$ cat config.mk
export PLATFORM = sky130hd
export DESIGN_NAME = half_subtractor_unit
export DESIGN_NICKNAME = d
export VERILOG_FILES = /design/src/rtl/half_subtractor_unit.sv
export SDC_FILE = /design/constraint.sdc
export NUM_CORES = 1
export LEC_CHECK = 0
export ABC_AREA = 1
export ABC_CLOCK_PERIOD_IN_PS = 3100
export CAP_MARGIN = 20
export CORE_AREA = 2 2 39 41
export DETAILED_ROUTE_END_ITERATION = 8
export DIE_AREA = 0 0 41 43
export DONT_BUFFER_PORTS = 1
export REMOVE_ABC_BUFFERS = 1
export SLEW_MARGIN = 20
export SYNTH_ARGS = -nofsm -noshare
export SYNTH_HDL_FRONTEND = slang
export SYNTH_SLANG_ARGS = --single-unit
$ cat constraint.sdc
create_clock -name clk -period 3.1 [get_ports clk]
set_clock_uncertainty 0.1 [all_clocks]
set_input_delay 0.62 -clock clk [delete_from_list [all_inputs] [get_ports clk]]
set_output_delay 0.62 -clock clk [all_outputs]
set_load 0.05 [all_outputs]
$ cat src/rtl/half_subtractor_unit.sv
// Lane-parallel half subtractor with registered outputs and a saturating borrow-event counter.
// Latency: 1 cycle from an accepted input (in_valid=1) to out_valid/diff/borrow.
// Backpressure: none; every accepted input yields exactly one out_valid cycle.
//
// Ports:
//   clk, rst_n          rising-edge clock, asynchronous active-low reset
//   in_valid, a, b      qualified minuend/subtrahend, one bit per lane
//   out_valid           diff/borrow hold a freshly registered result
//   diff, borrow        per-lane a XOR b, (NOT a) AND b
//   borrow_cnt, cnt_clr saturating count of accepted cycles with any borrow; sync clear
module half_subtractor_unit #(
  parameter int WIDTH = 1,
  parameter int CNT_W = 8
) (
  input  logic             clk,
  input  logic             rst_n,
  input  logic             in_valid,
  input  logic [WIDTH-1:0] a,
  input  logic [WIDTH-1:0] b,
  output logic             out_valid,
  output logic [WIDTH-1:0] diff,
  output logic [WIDTH-1:0] borrow,
  output logic [CNT_W-1:0] borrow_cnt,
  input  logic             cnt_clr
);

  logic             valid_q;
  logic [WIDTH-1:0] diff_d,   diff_q;
  logic [WIDTH-1:0] borrow_d, borrow_q;
  logic [CNT_W-1:0] cnt_d,    cnt_q;

  // Lanes are independent: no borrow-in, so each bit is a pure 2-input function.
  always_comb begin
    diff_d   = a ^ b;
    borrow_d = ~a & b;
  end

  // Clear wins over increment; the increment is gated by in_valid so that
  // garbage on a/b during idle cycles can never bump the counter.
  always_comb begin
    cnt_d = cnt_q;
    if (cnt_clr) begin
      cnt_d = '0;
    end else if (in_valid && (|borrow_d) && (cnt_q != {CNT_W{1'b1}})) begin
      cnt_d = cnt_q + CNT_W'(1);
    end
  end

  always_ff @(posedge clk or negedge rst_n) begin
    if (!rst_n) begin
      valid_q  <= 1'b0;
      diff_q   <= '0;
      borrow_q <= '0;
      cnt_q    <= '0;
    end else begin
      valid_q <= in_valid;
      cnt_q   <= cnt_d;
      // Result registers only load on accepted inputs; they hold across gaps.
      if (in_valid) begin
        diff_q   <= diff_d;
        borrow_q <= borrow_d;
      end
    end
  end

  assign out_valid  = valid_q;
  assign diff       = diff_q;
  assign borrow     = borrow_q;
  assign borrow_cnt = cnt_q;

endmodule

Yosys cells after proc, flatten, opt, wreduce, memory -nomap -nowiden
Cells that the tools add are included.

Eq/ne operators: 1. Mux-type cells: 2. Bitwise logic cells: 3. Add/subtract/negate cells: 1. Reductions and logical operators: 3.

Operators with widths (number): two-way mux 8 bit (2); adder 8 x 1 -> 8 bit (second input constant) (1); != test 8 bit (second input constant) (1); logical AND 1 bit (2); nonzero test 2 bit (1); bitwise AND 1 bit (1); inverter 1 bit (1); bitwise XOR 1 bit (1).

Bits in registers: 11. Output and inout bits: 11. Logic and storage cells: 14. Input bits: 6.

Depth between registers and ports, before layout
Gate-level depths: netlist of the first run.

Depth after elaboration: 6. Mapped depth: 9. Mapped depth without buffers: 9.

Worst setup path before layout of the first run
Ideal clock, no wire load.

Path type: register to register. Start point: register cnt_q[1], in the netlist borrow_cnt[1]. End point: register cnt_q[5], in the netlist borrow_cnt[5]. Stages on the path, launching flop included: 10. Setup time: 0.066 ns. Path slack: 1.408 ns. Required time: 2.934 ns. Arrival: 1.525 ns. Clock period less this slack: 1.692 ns. Path buffers: 0. Cell sequence: dfrtp_1 -> ha_1 -> nand2_1 -> nor2_2 -> nand2_2 -> nand2_4 -> nand2_4 -> clkinv_4 -> nand2_1 -> nand2_1.

Longest elaborated chain between the ends: 3. Elaborated cells between the ends (all ways): 6. Those cells by class: add/sub (1); eq/ne (1); mux (2); reduce/logical (2).

Ends and longest elaborated chain: start: declaration (line 30) `logic [CNT_W-1:0] cnt_d, cnt_q;`; start signal: assignment (line 57) `cnt_q <= cnt_d;`; adder 8 x 1 -> 8 bit or != test 8 bit (tied branches) (line 45, 44); two-way mux 8 bit or logical AND 1 bit (tied branches) (line 44) `end else if (in_valid && (|borrow_d) && (cnt_q != {CNT_W{1'b1}})) begin`; two-way mux 8 bit or nonzero test 2 bit (tied branches).

Several ways; a longest one is shown, not always the timed one. The select of a mux whose other input is x is not followed. A chain may end at the register's enable or synchronous reset.

Final worst setup path of the first run
Ends and elaborated chain as after synthesis.

==> results.txt, run 1 <==
Dpl cells: 99
Most frequent cell after synthesis: nand2_1
Worst setup SP type: flop
Slew @ Worst Pin: 0.611 ns
IO buf count: 0
Largest net degree at the start of global routing: 12
LEAKAGE: 0.000355 uW
Drt total wl: 1.23 mm
Setup Buffers After CTS: 0
Fin cells: 104
Maximum level of the CTS H-tree: 1
Synth Warn #: 0
WHS: 0.271 ns
Cell Chain, Critical Path: ha_1, nand2_1, nor2_2, nand2_2, nand2_4, nand2_4, clkinv_4, nand2_1, nand2_1
Antenna violations before repair: 0
Final setup fails: 0
Clock Path Buffers: 2
Fillers: 148
PD cells: 428 mW/mm^2
WP data required: 3.22 ns
Post-CTS sizing: 0
DR pass1 iterations: 4
Pre-CTS setup slack: 1.28 ns
HP Class: in2reg
Fin worst setup slack: 1.28 ns
First DRT Iteration DRCs: 5
WP buf/inv: 1
Crit-path max cell delay: 0.67 ns
Cell repeated most along the worst path: nand2_1
Max Cap Violations: 0
Outcome: finished clean
GR Overflow Total: 0
Primary FF master, synth: dfrtp_1
Skew-Pair Late Insertion Delay: 0.27 ns
Critical path fanouts, max: 5
Yosys reg bits: 11
Slowest-stage cell, CP: dfrtp_1
DRC violations left: 0
Worst VDD drop: 0.287 mV
Final HPWL DP: 910 microns
Die ar.: 0.00176 sq mm
Post-synth EDFFs: 0
Syn-to-layout area delta: 9.07%
Final nets: 97
Vias in the first global route: 504
Placer Congestion: 0.840
IO Pins: 17
Max_slew headroom: 0.593
Synth top area cells: dfrtp_1, nand2_1, nand3_1, inv_1, nor2_1
Vias per cell: 4.95
Commonest cells in the netlist: nand2_1, dfrtp_1, inv_1
F_max: 550 MHz
Share of the synthesized area in the top cell type: 0.444
Layout cells sized above 1: 0.114
Setup TNS: 0 ns
Max-slew violations: 0
Final hold violation count: 0
Hold-fix buffers at CTS: 1
CP top delay family: flip-flops
Leading area contributor after synthesis: dfrtp_1
Critical Path AT: 1.93 ns
Clock root buffer: clkbuf_4
FFs w/ async S/R, synth: 1.00
Avg Cell Area, Syn: 7.48 sq um
Num CTS Buffers: 3
Kind of critical path: reg2reg
Die Span Y: 43 microns
Horiz. Die Dim: 41 microns
All-Layer GR Usage: 0.180
Minimum clock period: 1.82 ns
Routed wire length per instance: 11.8 microns
Antenna Cells: 0
CTS tree: yes
Core Footprint: 0.00138 sq mm
Count of cell types in the netlist: 15
Synth Instances: 83
Overall power: 290 uW
Worst-path clk slew: 0.07 ns
Reg-to-reg setup timing slack: 1.28 ns
Vias: 515
Tcrit/Tclk final: 0.587
Initial Utilization: 0.448
RSZ-0062 raised after global routing: false
TritonCTS Sinks: 11
Sequential-to-total area share from yosys stat: 0.444
Std-Cell Rows: 14
Mapped Area: 621 sq um
Final ANT Viol Nets: 0
First-pass GRT wire length: 2.08 mm
Crit. End Element: flop
[power by group]
group | switching (uW) | leakage [uW] | internal (uW) | total, uW
sequential | 21.0 | 0.000147 | 148 | 169
clock | 51.1 | 0.0000150 | 49.9 | 101
combinational | 13.4 | 0.000193 | 6.48 | 19.9
[path summary, 6_finish.rpt]
path / startpoint / depth (start not counted) / endpoint
max: borrow_cnt[1]$_DFFE_PN0P_ / 9 / borrow_cnt[5]$_DFFE_PN0P_
min: in_valid / 0 / out_valid$_DFF_PN0_
max reg2reg: borrow_cnt[1]$_DFFE_PN0P_ / 9 / borrow_cnt[5]$_DFFE_PN0P_
min reg2reg: borrow$_DFFE_PN0P_ / 2 / borrow$_DFFE_PN0P_
max in group asynchronous: rst_n / 1 / borrow_cnt[7]$_DFFE_PN0P_
min in group asynchronous: rst_n / 1 / borrow_cnt[3]$_DFFE_PN0P_
[cell families after synthesis]
family / synth area share
buffers and inverters: 0.0806
XOR/XNOR: 0.0282
AND/OR/NAND/NOR: 0.351
AO/OA/AOI/OAI: 0.0564
flip-flops: 0.444
adder cells (fa/ha/maj): 0.0403
[through the flow]
stage | cell area, sq um | utilization
floorplan | 621 | -
global placement | 641 | 0.463
detailed placement | 641 | 0.463
CTS | 677 | 0.489
global route | 677 | 0.489
finish | 677 | 0.489
[final cells by class]
type	instances	area [sq um]	share of cell area
multi-input cells	60	295	0.436
flip-flops and latches	11	275	0.407
inverters	12	50.0	0.0739
clock buffers	4	26.3	0.0388
well taps	16	20.0	0.0296
repair buffers	1	10.0	0.0148
[state kept, by name, indices dropped and copies added (netlist names)]
name	count
borrow	1
out_valid	1
diff	1
borrow_cnt	8
[cell usage in the layout, fill, tap and decap left out]
cell	n
a21oi_1	4
clkbuf_1	1
clkbuf_4	3
clkinv_4	1
dfrtp_1	11
dlygate4sd3_1	1
ha_1	2
inv_1	10
inv_2	1
nand2_1	27
nand2_2	1
nand2_4	2
nand3_1	9
nor2_1	8
nor2_2	2
o21ai_0	1
o21ai_1	2
xor2_1	2
[metal layers]
layer	vias up	global-route usage	part of all wire
met2	8	0.238	0.46
met5	-	0	0
met1	231	0.237	0.47
li1	272	-	-
met4	0	0.140	0.029
met3	4	0.0471	0.046
Note: power is estimated with default switching activity, not from simulation.
==> run 2: changes to the inputs <==
ABC_CLOCK_PERIOD_IN_PS = 1600   (was 3100)
clock period = 1.6 ns   (was 3.1 ns; I/O delays follow)
==> run 2 against run 1 <==
Effect of this change: setup slack lost 1.1 ns; clock-buffer cell count is the same; sequential power grew 86%; global-route usage grew 0.30 points; combinational power grew to 2.9 times the previous value; critical path depth shrank 2; first-iteration DRC count grew to 3.4 times the previous value; via count grew 7.0%; non-clock buffer count grew 9; critical path type unchanged; largest cell class unchanged.
==> results.txt, run 2 (synthesized netlist as in run 1, its figures left out) <==
CP top delay family: flip-flops
Minimum clock period: 1.41 ns
Clock share of power: 0.345
Worst Setup SP: borrow_cnt[0]$_DFFE_PN0P_
Layout cells sized above 1: 0.196
Placer Congestion: 0.856
TritonCTS Sinks: 11
R2r endpoint: borrow_cnt[7]$_DFFE_PN0P_
PD cells: 756 mW/mm^2
Register area: 275 sq um
Final nets: 106
Critical path depth: 7
Crit. End Element: flop
Clock root buffer: clkbuf_4
Max-slew violations: 0
Tcrit/Tclk final: 0.882
Fillers: 137
Dpl cells: 107
Initial Utilization: 0.448
F_max: 709 MHz
IO buf count: 0
IO Pins: 17
Cell Chain, Critical Path: ha_1, nand2_1, nor2_2, a21oi_2, nand3_1, nand2_1, inv_1
Core Footprint: 0.00138 sq mm
Skew-Pair Late Insertion Delay: 0.27 ns
Cells on worst reg2reg path: 7
Slew @ Worst Pin: 0.508 ns
DR pass1 iterations: 5
First DRT Iteration DRCs: 17
Gate power share: 0.101
WP data required: 1.67 ns
Vias: 551
Max FFs per register: 8
R2R Path Start: borrow_cnt[0]$_DFFE_PN0P_
Fin cells: 113
Num CTS Buffers: 3
Critical path capture point: borrow_cnt[7]$_DFFE_PN0P_
Flop pwr share: 0.555
Max Cap Violations: 0
Antenna violations before repair: 0
LEAKAGE: 0.000402 uW
Most frequent cells in the layout: nand2_1, dfrtp_1, inv_1, nand3_1
Vias per cell: 4.88
Critical path fanouts, max: 4
Setup TNS: 0 ns
Final ANT Viol Nets: 0
Drt total wl: 1.23 mm
Largest net degree at the start of global routing: 12
Crit-path max cell delay: 0.39 ns
Final hold violation count: 0
Multi-input logic area: 299 sq um
Final HPWL DP: 967 microns
Worst VDD drop: 0.411 mV
Worst-path clk slew: 0.08 ns
Syn-to-layout area delta: 21.0%
Routed wire length per instance: 10.8 microns
Reg-to-reg setup timing slack: 0.19 ns
WP buf/inv: 1
Kind of critical path: reg2reg
Post-layout util: 0.542
All-Layer GR Usage: 0.183
Sw Pwr: 167 uW
Die Span Y: 43 microns
HP Class: in2reg
Slowest-stage cell, CP: dfrtp_1
Commonest non-fill, non-tap cell in the layout: nand2_1
Horiz. Die Dim: 41 microns
Die ar.: 0.00176 sq mm
Internal power: 401 uW
Outcome: finished clean
First-pass GRT wire length: 2.17 mm
Vias in the first global route: 514
DRC violations left: 0
Worst setup SP type: flop
Std-Cell Rows: 14
RSZ-0062 raised after global routing: false
Critical Path AT: 1.48 ns
Clock Path Buffers: 2
Maximum level of the CTS H-tree: 1
Final setup fails: 0
Cell repeated most along the worst path: nand2_1
GR Overflow Total: 0
Setup Buffers After CTS: 0
CTS tree: yes
Antenna Cells: 0
Max_slew headroom: 0.660
Sw frac: 0.293
run 2: cell count changes in the layout (fill, tap and decap cells not counted), sizes merged:
| cell | change |
|---|---|
| buf | +8 |
| dlygate4sd3 | +1 |
run 2: worst register-to-register path, cell delays in order, from the launching register on:
cell and delay [ns]:
dfrtp_1 0.39, ha_1 0.23, nand2_1 0.12, nor2_2 0.06
a21oi_2 0.21, nand3_1 0.10, nand2_1 0.07, inv_1 0.04
run 2: metrics by stage:
stage | area [sq um] | total power (uW) | hold WS (ns) | setup WS (ns)
6_report | 751 | 568 | 0.0279 | 0.189
5_1_grt | 751 | 595 | 0.0379 | 0.0897
2_1_floorplan | 621 | 358 | -0.0756 | -0.0916
3_3_place_gp | 701 | 369 | -0.0754 | 0.172
4_1_cts | 747 | 572 | 0.0285 | 0.0871
3_5_place_dp | 701 | 370 | -0.0754 | 0.0995
run 2: power groups by stage:
stage          clock (uW)  sequential (uW)  combinational, uW
2_1_floorplan           0              332               26.1
4_1_cts               199              315               58.3
5_1_grt               214              316               65.5
6_report              196              315               57.2
3_3_place_gp            0              321               48.3
3_5_place_dp            0              321               48.9
run 2: how the worst min path moves through the flow:
stage | startpoint | end | slack, ns | cells past startpoint
after global routing | in_valid | diff$_DFFE_PN0P_ | 0.04 | 1
after detailed placement | rst_n | diff$_DFFE_PN0P_ | -0.08 | 0
after floorplan | rst_n | borrow$_DFFE_PN0P_ | -0.08 | 0
final | in_valid | diff$_DFFE_PN0P_ | 0.03 | 1
after global placement | rst_n | diff$_DFFE_PN0P_ | -0.08 | 0
after CTS | in_valid | diff$_DFFE_PN0P_ | 0.03 | 1
run 2: timing repair:
action | 4_1_cts | 5_1_grt
hold endpoints to repair | 12 | 0
endpoints found under the setup margin | 0 | 1
resized for setup | 0 | 1
hold buffers | 2 | 0
run 2: layout make-up:
type                       instances  area share
multi-input combinational         60       0.398
timing repair buffer              10       0.107
inverter                          12      0.0667
sequential                        11       0.367
clock buffer                       4      0.0350
tap                               16      0.0267
run 2: per-layer routing:
layer	share of wire	GRT usage
met5	0	0
met4	0.024	0.120
met3	0.070	0.0471
met2	0.44	0.256
met1	0.46	0.237
==> run 3: changes to the inputs <==
CORE_AREA = 2 2 42 44   (was 2 2 39 41)
DIE_AREA = 0 0 44 46   (was 0 0 41 43)
DONT_BUFFER_PORTS = unset   (was 1)
PLACE_DENSITY = 0.71   (was unset)
==> run 3 against run 2 <==
Effect of this change: register-to-register slack got worse by 0.02 ns; sequential power decreased by 6%; critical path depth increased by 3; setup slack got worse by 0.037 ns; cell area increased by 31%; fmax decreased by 2.6%; core utilization increased by 6.4 points; clock power decreased by 4%; critical path type is now in2reg; highest routed layer unchanged.
==> results.txt, run 3 (synthesized netlist as in run 1, its figures left out) <==
CTS tree: yes
Largest net degree at the start of global routing: 12
WP buf/inv: 4
Critical path depth: 10
Crit. End Element: flop
Syn-to-layout area delta: 57.9%
Critical Path AT: 1.55 ns
Worst VDD drop: 0.463 mV
Placer Congestion: 0.874
Num CTS Buffers: 3
Max-slew violations: 0
DR pass1 iterations: 4
Cell repeated most along the worst path: nand2_1
LEAKAGE: 0.000488 uW
Initial Utilization: 0.384
Routed wire length per instance: 11.5 microns
Die Span Y: 46 microns
Std-Cell Rows: 15
Max_slew headroom: 0.673
Most frequent cells in the layout: nand2_1, dfrtp_1, buf_12, inv_1, nand3_1
Antenna violations before repair: 0
Setup Buffers After CTS: 0
Worst-path clk slew: 0.07 ns
Max FFs per register: 8
RSZ-0062 raised after global routing: false
Vias: 606
CP top delay family: buffers and inverters
First-pass GRT wire length: 2.46 mm
HP Class: in2async
Vias in the first global route: 600
Max Cap Violations: 0
Crit-path max cell delay: 0.45 ns
Vias per cell: 4.85
Critical path fanouts, max: 5
Antenna Cells: 0
F_max: 691 MHz
Slowest-stage cell, CP: clkdlybuf4s50_1
Pre-CTS setup slack: -0.0989 ns
Slew @ Worst Pin: 0.490 ns
TritonCTS Sinks: 11
Final ANT Viol Nets: 0
Outcome: finished clean
All-Layer GR Usage: 0.172
Final setup fails: 0
First DRT Iteration DRCs: 10
Fillers: 128
PD cells: 633 mW/mm^2
DRC violations left: 0
Worst setup SP type: input port
IO buf count: 16
Final hold violation count: 0
Drt total wl: 1.44 mm
Clock Path Buffers: 2
IO Pins: 17
Final nets: 117
Clock root buffer: clkbuf_4
Cells on worst reg2reg path: 7
Core Footprint: 0.00161 sq mm
Fin cells: 125
Die ar.: 0.00202 sq mm
Kind of critical path: in2reg
Minimum clock period: 1.45 ns
WP data required: 1.71 ns
Dpl cells: 121
Cell Chain, Critical Path: clkdlybuf4s50_1, inv_1, ha_1, nand2_1, inv_1, nand2_4, nand2_4, clkinv_4, nand2_1, nand2_1
Layout cells sized above 1: 0.250
Fin worst setup slack: 0.152 ns
Horiz. Die Dim: 44 microns
GR Overflow Total: 0
Commonest non-fill, non-tap cell in the layout: nand2_1
Final HPWL DP: 1.14 mm
Skew-Pair Late Insertion Delay: 0.27 ns
Maximum level of the CTS H-tree: 1
Reg-to-reg setup timing slack: 0.17 ns
Tcrit/Tclk final: 0.905
==> run 3: power by group <==
part	total (uW)	switching (uW)	internal [uW]
Clock	189	92.4	96.7
Combinational	134	71.0	63.2
Sequential	297	9.31	287
==> run 3: layout make-up <==
cell class / instances / area, sq um / share of cell area
inverter: 12 / 50.0 / 0.0511
multi-input combinational: 60 / 299 / 0.305
sequential: 11 / 275 / 0.281
timing repair buffer: 21 / 308 / 0.314
tap: 17 / 21.3 / 0.0217
clock buffer: 4 / 26.3 / 0.0268
==> run 3: path summary, 6_finish.rpt <==
kind	start	endpoint
max	a	borrow_cnt[5]$_DFFE_PN0P_
min	rst_n	borrow_cnt[4]$_DFFE_PN0P_
max reg2reg	borrow_cnt[0]$_DFFE_PN0P_	borrow_cnt[0]$_DFFE_PN0P_
min reg2reg	diff$_DFFE_PN0P_	diff$_DFFE_PN0P_
max in group asynchronous	rst_n	borrow_cnt[5]$_DFFE_PN0P_
min in group clk	diff$_DFFE_PN0P_	diff$_DFFE_PN0P_
==> run 3: worst reg2reg max path, stage by stage, from the launching register on <==
cell	delay (ns)
dfrtp_1	0.38
ha_1	0.23
nand2_1	0.13
nor2_2	0.06
a21oi_2	0.17
buf_4	0.15
nand3_1	0.05
o21ai_1	0.08
==> run 3: repair_timing <==
| action | CTS | global route |
|---|---|---|
| setup endpoints to repair | 0 | 2 |
| gates resized for setup | 0 | 1 |
| hold buffers | 0 | 0 |
==> run 3: through the flow <==
step | cell area [sq um] | setup TNS, ns | total power [uW] | hold slack [ns] | utilization
2_1_floorplan | 621 | -0.542 | 358 | -0.0756 | -
3_3_place_gp | 950 | -0.379 | 434 | 0.468 | 0.588
3_5_place_dp | 950 | -0.584 | 437 | 0.480 | 0.588
4_1_cts | 976 | 0 | 631 | 0.294 | 0.605
5_1_grt | 980 | 0 | 650 | 0.333 | 0.607
6_report | 980 | 0 | 620 | 0.273 | 0.607
==> run 3: layer usage <==
layer  vias to the layer above  global-route usage  part of all wire
met1                       272               0.201              0.41
met2                        18               0.274              0.50
li1                        312                   -                 -
met4                         0              0.0970             0.024
met3                         4              0.0595             0.060
met5                         -                   0                 0
